`src/rtl/alu_5_pkg.sv`:
```
// Shared constants for the 4-bit registered ALU: datapath width and opcode encodings.
package alu_5_pkg;

   localparam int unsigned ALU_W = 4;

   localparam logic [3:0] OP_ADD  = 4'b0000;
   localparam logic [3:0] OP_SUB  = 4'b0001;
   localparam logic [3:0] OP_AND  = 4'b0010;
   localparam logic [3:0] OP_OR   = 4'b0011;
   localparam logic [3:0] OP_NOT  = 4'b0100;
   localparam logic [3:0] OP_NAND = 4'b0101;
   localparam logic [3:0] OP_SHL  = 4'b0110;
   localparam logic [3:0] OP_SHR  = 4'b0111;
   localparam logic [3:0] OP_XOR  = 4'b1000;
   localparam logic [3:0] OP_XNOR = 4'b1001;

endpackage

```
`src/rtl/alu_5_comb.sv`:
```
// Combinational core of alu_5: result and carry/zero/negative flags from operands and opcode.
module alu_5_comb
   import alu_5_pkg::*;
(
   input  logic [ALU_W-1:0] i_a,
   input  logic [ALU_W-1:0] i_b,
   input  logic [3:0]       i_sel,
   output logic [ALU_W-1:0] o_r,
   output logic             o_c,
   output logic             o_z,
   output logic             o_n
);

   logic [ALU_W:0] w_sum;
   logic [ALU_W:0] w_diff;
   logic           w_shift_oob;

   assign w_sum       = {1'b0, i_a} + {1'b0, i_b};
   // Bit 4 of the zero-extended difference is set exactly when a < b (borrow).
   assign w_diff      = {1'b0, i_a} - {1'b0, i_b};
   assign w_shift_oob = (i_b >= 4'd4);

   always_comb begin
      o_r = '0;
      o_c = 1'b0;
      case (i_sel)
         OP_ADD: begin
            o_r = w_sum[ALU_W-1:0];
            o_c = w_sum[ALU_W];
         end
         OP_SUB: begin
            o_r = w_diff[ALU_W-1:0];
            o_c = w_diff[ALU_W];
         end
         OP_AND:  o_r = i_a & i_b;
         OP_OR:   o_r = i_a | i_b;
         OP_NOT:  o_r = ~i_a;
         OP_NAND: o_r = ~(i_a & i_b);
         OP_SHL:  o_r = w_shift_oob ? '0 : (i_a << i_b[1:0]);
         OP_SHR:  o_r = w_shift_oob ? '0 : (i_a >> i_b[1:0]);
         OP_XOR:  o_r = i_a ^ i_b;
         OP_XNOR: o_r = ~(i_a ^ i_b);
         default: begin
            o_r = '0;
            o_c = 1'b0;
         end
      endcase
   end

   assign o_z = (o_r == '0);
   assign o_n = o_r[ALU_W-1];

endmodule

```
`src/rtl/alu_5.sv`:
```
// Registered 4-bit ALU: one-cycle latency, synchronous active-high reset to Y=0 with Z set.
module alu_5
   import alu_5_pkg::*;
(
   input  logic             clk,
   input  logic             rst,
   input  logic [ALU_W-1:0] A,
   input  logic [ALU_W-1:0] B,
   input  logic [3:0]       sel,
   output logic [ALU_W-1:0] Y,
   output logic             C_out,
   output logic             Z_out,
   output logic             N_out
);

   logic [ALU_W-1:0] w_r;
   logic             w_c;
   logic             w_z;
   logic             w_n;

   logic [ALU_W-1:0] r_y;
   logic             r_c;
   logic             r_z;
   logic             r_n;

   alu_5_comb u_comb (
      .i_a   (A),
      .i_b   (B),
      .i_sel (sel),
      .o_r   (w_r),
      .o_c   (w_c),
      .o_z   (w_z),
      .o_n   (w_n)
   );

   always_ff @(posedge clk) begin
      if (rst) begin
         r_y <= '0;
         r_c <= 1'b0;
         r_z <= 1'b1;
         r_n <= 1'b0;
      end else begin
         r_y <= w_r;
         r_c <= w_c;
         r_z <= w_z;
         r_n <= w_n;
      end
   end

   assign Y     = r_y;
   assign C_out = r_c;
   assign Z_out = r_z;
   assign N_out = r_n;

endmodule

```
`config.mk`:
```
export PLATFORM = sky130hd
export DESIGN_NAME = alu_5
export DESIGN_NICKNAME = d
export VERILOG_FILES = /design/src/rtl/alu_5_pkg.sv /design/src/rtl/alu_5_comb.sv /design/src/rtl/alu_5.sv
export SDC_FILE = /design/constraint.sdc
export NUM_CORES = 1
export LEC_CHECK = 0
export CORE_MARGIN = 1
export CORE_UTILIZATION = 45
export CTS_BUF_LIST = sky130_fd_sc_hd__clkbuf_4
export DETAILED_ROUTE_END_ITERATION = 10
export PLACE_DENSITY = 0.81
export SYNTH_ARGS = -nofsm -noshare
export SYNTH_HDL_FRONTEND = slang
export SYNTH_HIERARCHICAL = 1
export SYNTH_SLANG_ARGS = --single-unit
```
`constraint.sdc`:
```
create_clock -name clk -period 1.95 [get_ports clk]
set_input_delay 0.39 -clock clk [delete_from_list [all_inputs] [get_ports clk]]
set_output_delay 0.39 -clock clk [all_outputs]
set_load 0.02 [all_outputs]
```
==> impl_metrics.py, run 1 <==
metrics = {
    "outcome": {
        "status": "complete, but fails checks",
        "violations": "setup timing",
    },
    "placement": {
        "port_buffers": 20,
        "globalplace.congestion": 0.9268,
        "hpwl_mm": 2.715,
    },
    "cells_and_area": {
        "nFillCells": 148,
        "regArea_um2": 140.1,
        "drive_above_1_share_pct": 43.07,
        "antennaDiodeCount": 0,
        "nets": 232,
        "multiInputGateArea_um2": 968.4,
        "final_util_pct": 77.89,
        "area_delta_synth_final_pct": 57.32,
    },
    "worst_setup_path": {
        "endpoint_kind": "flop",
        "crit_fanout": 3,
        "crit_arrival_ns": 2.21,
        "critPathKind": "input pin to flop",
        "cp.required_ns": 2.08,
        "cp-start-kind": "input pin",
    },
    "timing": {
        "layout_min_cycle_time_ns": 2.080,
        "setup_violations": 3,
        "period_share_pct": 106.7,
        "slew_violations": 0,
        "fin_ws_ns": -0.1302,
        "slew_headroom_pct": 75.40,
        "holdWs_ns": 0.8918,
        "clock.fmax_ghz": 0.4807,
        "rsz0062_at_grt": "true",
        "tightest_slew_ns": 0.3596,
        "hold_viol_final": 0,
        "tns_ns": -0.2406,
    },
    "synthesis": {
        "yosysSeqAreaShare_pct": 12.32,
        "synth_area_per_cell_um2": 8.124,
        "yosysWarnings": 6,
        "synth_area_leaders": "ha_1 (14%), dfxtp_1 (12%), inv_1 (5.0%), and2b_2 (4.6%), fa_1 (3.5%)",
        "synth-edff-count": 0,
        "ys_ff_latch": 7,
        "yosysMostFrequentCell": "inv_1",
        "yosys.area.top_type": "ha_1",
        "synth_area_um2": 1137,
        "postSynthCellCount": 140,
        "syn_nets": 169,
        "synth_top_area_share_pct": 14.30,
        "synth_ff_type": "dfxtp_1",
        "synth_common_cells": "inv_1 (15), ha_1 (13), dfxtp_1 (7), nor2_1 (7), and2b_2 (6)",
        "synth_cell_types": 48,
        "synth_async_sr_flop_share_pct": 0,
    },
    "pwr": {
        "clock_power_share_pct": 19.9,
        "power.density_nw_per_um2": 387.2,
        "leakage_nw": 0.8020,
        "swShare_pct": 35.24,
        "total_power_mw": 0.6928,
        "p_seq_share_pct": 22.6,
        "p_comb_share_pct": 57.4,
        "internal_power_mw": 0.4487,
        "p_sw_mw": 0.2441,
        "max-vdd-ir-drop_mv": 0.4397,
    },
    "clock_tree": {
        "tritoncts": "yes",
        "cts_made_buffers": 3,
        "cts-htree-levels": 1,
        "clockRootBuffer": "clkbuf_4",
        "clock_path_buffers": 2,
        "cts_sinks": 7,
        "clk_pin_slew_ns": 0.05,
        "cts_hold_buf": 0,
    },
    "drt": {
        "wl_per_cell_um": 17.13,
        "drt_iter0_drc": 71,
        "firstDrtPassIters": 4,
        "avgViaCountPerCell": 6.209,
        "route.detailed.drc": 0,
        "drtAntennaViolNets": 0,
        "dr_total_vias": 1428,
        "drt_wl_total_mm": 3.940,
    },
    "global_routing": {
        "antenna_found_initial": 0,
        "grt_pass1_vias": 1256,
        "grt_usage_pct": 26.80,
        "grt_first_pass_wirelength_mm": 5.430,
        "grt_max_degree": 15,
        "grt.overflow.total": 0,
    },
    "min_path": {
        "min_path_type": "input pin to flop",
    },
    "floorplan": {
        "die_x_um": 52.28,
        "die-area_um2": 2733,
        "coreArea_um2": 2297,
        "fp-row-count": 17,
        "start_util_pct": 49.51,
        "die_h_um": 52.28,
        "ios": 21,
    },
    "flow_run": {
        "maxCapViolations": 0,
    },
}
==> routing by layer <==
metal  up-vias  part of all wire [%]  GRT usage, %
li1        645                     -             -
met1       648                    39         30.64
met2       107                    49         50.21
met3        28                   8.5         2.609
met4         0                   3.9         10.53
met5         -                     0             0
==> critical path, cell delays in order <==
cell and delay [ns]:
buf_4 0.14, inv_4 0.06, ha_4 0.13, inv_1 0.05, fa_2 0.52, nor2_1 0.05
a211oi_1 0.24, o22ai_1 0.14, o21ai_2 0.22, nor4_2 0.07, or2_1 0.22
==> metrics by stage <==
step / area, µm² / instances / setup WS [ns]
3_5_place_dp: 1629 / 221 / -0.6493
5_1_grt: 1789 / 230 / -0.1134
6_report: 1789 / 230 / -0.1302
4_1_cts: 1719 / 226 / 0.0007774
2_1_floorplan: 1152 / 140 / 0.01132
3_3_place_gp: 1629 / 221 / -0.6095
==> layout make-up <==
cell class / instances / share of cell area (%)
Multi-Input combinational cell: 109 / 54.13
Sequential cell: 7 / 7.832
Timing Repair Buffer: 67 / 30.98
Tap cell: 28 / 1.958
Clock buffer: 4 / 1.678
Inverter: 15 / 3.427
==> repair_timing <==
item / CTS / global route
pin swaps: 11 / 8
setup buffers: 1 / 4
gates cloned: 0 / 0
resized for setup: 39 / 14
setup endpoints to repair: 7 / 2
==> worst paths after layout <==
check              start  depth (start not counted)  slack, ns  endpoint
setup / recovery    A[0]                         11      -0.13     Z_out
hold / removal    sel[1]                          5       0.89      Y[0]
==> placed cells by master, fill, tap and decap left out, drive strengths merged, types with 4 or more instances in the layout <==
| cell | n |
|---|---|
| nor2b | 5 |
| mux2i | 4 |
| ha | 13 |
| buf | 50 |
| dfxtp | 7 |
| o22ai | 5 |
| clkbuf | 4 |
| o21ai | 8 |
| inv | 15 |
| a21oi | 5 |
| nor3 | 4 |
| clkdlybuf4s50 | 9 |
| dlygate4sd2 | 4 |
| and2b | 6 |
| nand2b | 5 |
| nor2 | 7 |
==> sequential cells by signal (all words and copies together), names as in the netlist <==
| signal | flops |
|---|---|
| Y | 4 |
| C_out | 1 |
| N_out | 1 |
| Z_out | 1 |
==> cells by family (layout without fill, tap and decap cells) <==
group	after synthesis	after routing	synth area share (%)
muxes	4	4	3.520
adders and majority gates	15	15	17.82
DFF	7	7	12.32
and+or+nand+nor	49	49	29.15
xor gates and xnor gates	1	1	0.7702
buffers and inverters	24	86	11.44
AOI/OAI and AO/OA	40	40	24.97
==> power groups by stage <==
stage | registers (mW) | logic (mW) | clock network (mW)
3_3_place_gp | 0.160 | 0.327 | 0
5_1_grt | 0.158 | 0.419 | 0.155
3_5_place_dp | 0.160 | 0.342 | 0
4_1_cts | 0.157 | 0.357 | 0.142
6_report | 0.157 | 0.398 | 0.138
2_1_floorplan | 0.174 | 0.171 | 0
No activity file was read; power rests on OpenSTA's default activity.
==> run 2, diff against run 1 <==
- CORE_ASPECT_RATIO: unset -> 0.6
==> run 2 against run 1 <==
The flow still finishes with violations (setup timing). Die area is 0.23% higher. Setup slack better by 0.024 ns. Global-route usage is 9.8 points higher. Maximum frequency is 1.2% higher. Combinational power is 4% higher. Largest cell class unchanged. Highest routed layer unchanged.
==> impl_metrics.py, run 2 (same netlist as run 1, synthesis figures left out) <==
metrics = {
    "outcome": {
        "status": "complete, but fails checks",
        "violations": "setup timing",
    },
    "worst_setup_path": {
        "crit_family": "buffers and inverters",
        "path_depth": 9,
        "crit_fanout": 8,
        "cp-start-kind": "input pin",
        "worst-path-buf-inv": 3,
        "crit_arrival_ns": 2.20,
        "cp.required_ns": 2.09,
        "critPathMostFrequentCell": "buf_4",
        "worstPathCellList": "clkdlybuf4s50_1, buf_4, buf_4, nor4bb_1, o21bai_1, o221a_1, nand4_1, nor4_2, or2_1",
        "crit_slowest_cell": "clkdlybuf4s50_1",
        "max_stage_delay_ns": 0.47,
        "critPathKind": "input pin to flop",
        "endpoint_kind": "flop",
        "worstSetupStartpoint": "sel[0]",
        "setup.worst_path.end": "Z_out",
    },
    "timing": {
        "holdWs_ns": 0.8646,
        "tns_ns": -0.1059,
        "hold_viol_final": 0,
        "setup_violations": 1,
        "slew_violations": 0,
        "period_share_pct": 105.4,
        "fin_ws_ns": -0.1059,
        "tightest_slew_ns": 0.3936,
        "clock.fmax_ghz": 0.4864,
        "rsz0062_at_grt": "true",
        "slew_headroom_pct": 73.54,
        "layout_min_cycle_time_ns": 2.056,
    },
    "placement": {
        "globalplace.congestion": 1.014,
        "place_area_um2": 1632,
        "place_inst": 223,
        "hpwl_mm": 3.106,
        "port_buffers": 20,
        "place_ws_ns": -0.7129,
    },
    "cells_and_area": {
        "nFillCells": 137,
        "layout.cells.non_filler": 229,
        "nets": 229,
        "drive_above_1_share_pct": 45.23,
        "final_util_pct": 78.68,
        "layout_common_cells": "buf_4 (40), clkdlybuf4s50_1 (10), inv_1 (8), dfxtp_1 (7), nor2_1 (7)",
        "stdcell_area_um2": 1792,
        "multiInputGateArea_um2": 993.5,
        "antennaDiodeCount": 0,
        "regArea_um2": 140.1,
        "largest_reg_flops": 4,
        "area_delta_synth_final_pct": 57.54,
        "mostFrequentLayoutCell": "buf_4",
    },
    "clock_tree": {
        "tritoncts": "yes",
        "clockRootBuffer": "clkbuf_4",
        "cts_sinks": 7,
        "cts_made_buffers": 3,
        "clk_pin_slew_ns": 0.05,
        "clock_path_buffers": 2,
        "cts-htree-levels": 1,
    },
    "drt": {
        "drt_wl_total_mm": 4.711,
        "dr_total_vias": 1493,
        "wl_per_cell_um": 20.57,
        "drtAntennaViolNets": 0,
        "route.detailed.drc": 0,
        "drt_iter0_drc": 224,
        "avgViaCountPerCell": 6.520,
        "firstDrtPassIters": 5,
    },
    "floorplan": {
        "fp-row-count": 13,
        "die-area_um2": 2739,
        "die_x_um": 66.90,
        "start_util_pct": 49.95,
        "die_h_um": 40.94,
        "coreArea_um2": 2277,
        "ios": 21,
    },
    "pwr": {
        "power.density_nw_per_um2": 407.5,
        "total_power_mw": 0.7302,
        "leakage_nw": 0.7909,
        "max-vdd-ir-drop_mv": 0.1622,
    },
    "min_path": {
        "min_path_type": "input pin to flop",
    },
    "flow_run": {
        "maxCapViolations": 0,
    },
    "global_routing": {
        "grt_max_degree": 15,
        "grt.overflow.total": 0,
        "grt_usage_pct": 36.57,
        "grt_pass1_vias": 1393,
        "grt_first_pass_wirelength_mm": 6.969,
        "antenna_found_initial": 0,
    },
}
## run 2: changes by cell type in the layout (fill, tap and decap cells not counted), sizes merged
cell / change
buf: -3
clkbuf: +3
clkdlybuf4s15: -3
clkdlybuf4s50: +1
dlymetal6s2s: -1
## run 2: area by class of cell
cell class | count | share of cell area [%]
Clock buffer | 4 | 1.676
Inverter | 15 | 3.422
Tap cell | 30 | 2.095
Timing Repair Buffer | 64 | 29.54
Sequential cell | 7 | 7.821
Multi-Input combinational cell | 109 | 55.45
## run 2: worst min-delay path by stage
stage / startpoint / slack (ns) / cells after the start / end
floorplan: rst / 0.49 / 1 / Z_out
global placement: rst / 1.12 / 2 / Z_out
detailed placement: rst / 1.14 / 2 / Z_out
CTS: rst / 0.89 / 2 / Z_out
global route: B[1] / 0.92 / 5 / Y[3]
finish: B[1] / 0.86 / 5 / N_out
## run 2: what timing repair did
item,CTS,global route
setup buffers,2,0
pin swaps,15,9
resized for setup,50,13
hold buffers,0,0
setup endpoints to repair,7,3
## run 2: routing by layer
metal	share of wire [%]	vias to the layer above	routed length, µm	track usage (%)
met2	42	144	1999	59.60
met1	39	681	1850	47.31
li1	-	635	-	-
met3	14	33	654	9.444
met5	0	-	0	0
met4	4.4	0	206	14.36
## run 2: power breakdown
| part | internal (mW) | switching (mW) | total, mW | leakage [nW] |
|---|---|---|---|---|
| logic | 0.203 | 0.210 | 0.413 | 0.715 |
| clock network | 0.0927 | 0.0660 | 0.159 | 0.0184 |
| registers | 0.154 | 0.00420 | 0.158 | 0.0576 |
| total | 0.450 | 0.281 | 0.730 | 0.791 |
## run 2: tightest hold or removal path, cell delays in order
cell,delay [ns]
buf_2,0.11
buf_4,0.15
o211ai_1,0.11
nand4_1,0.17
and2b_2,0.16
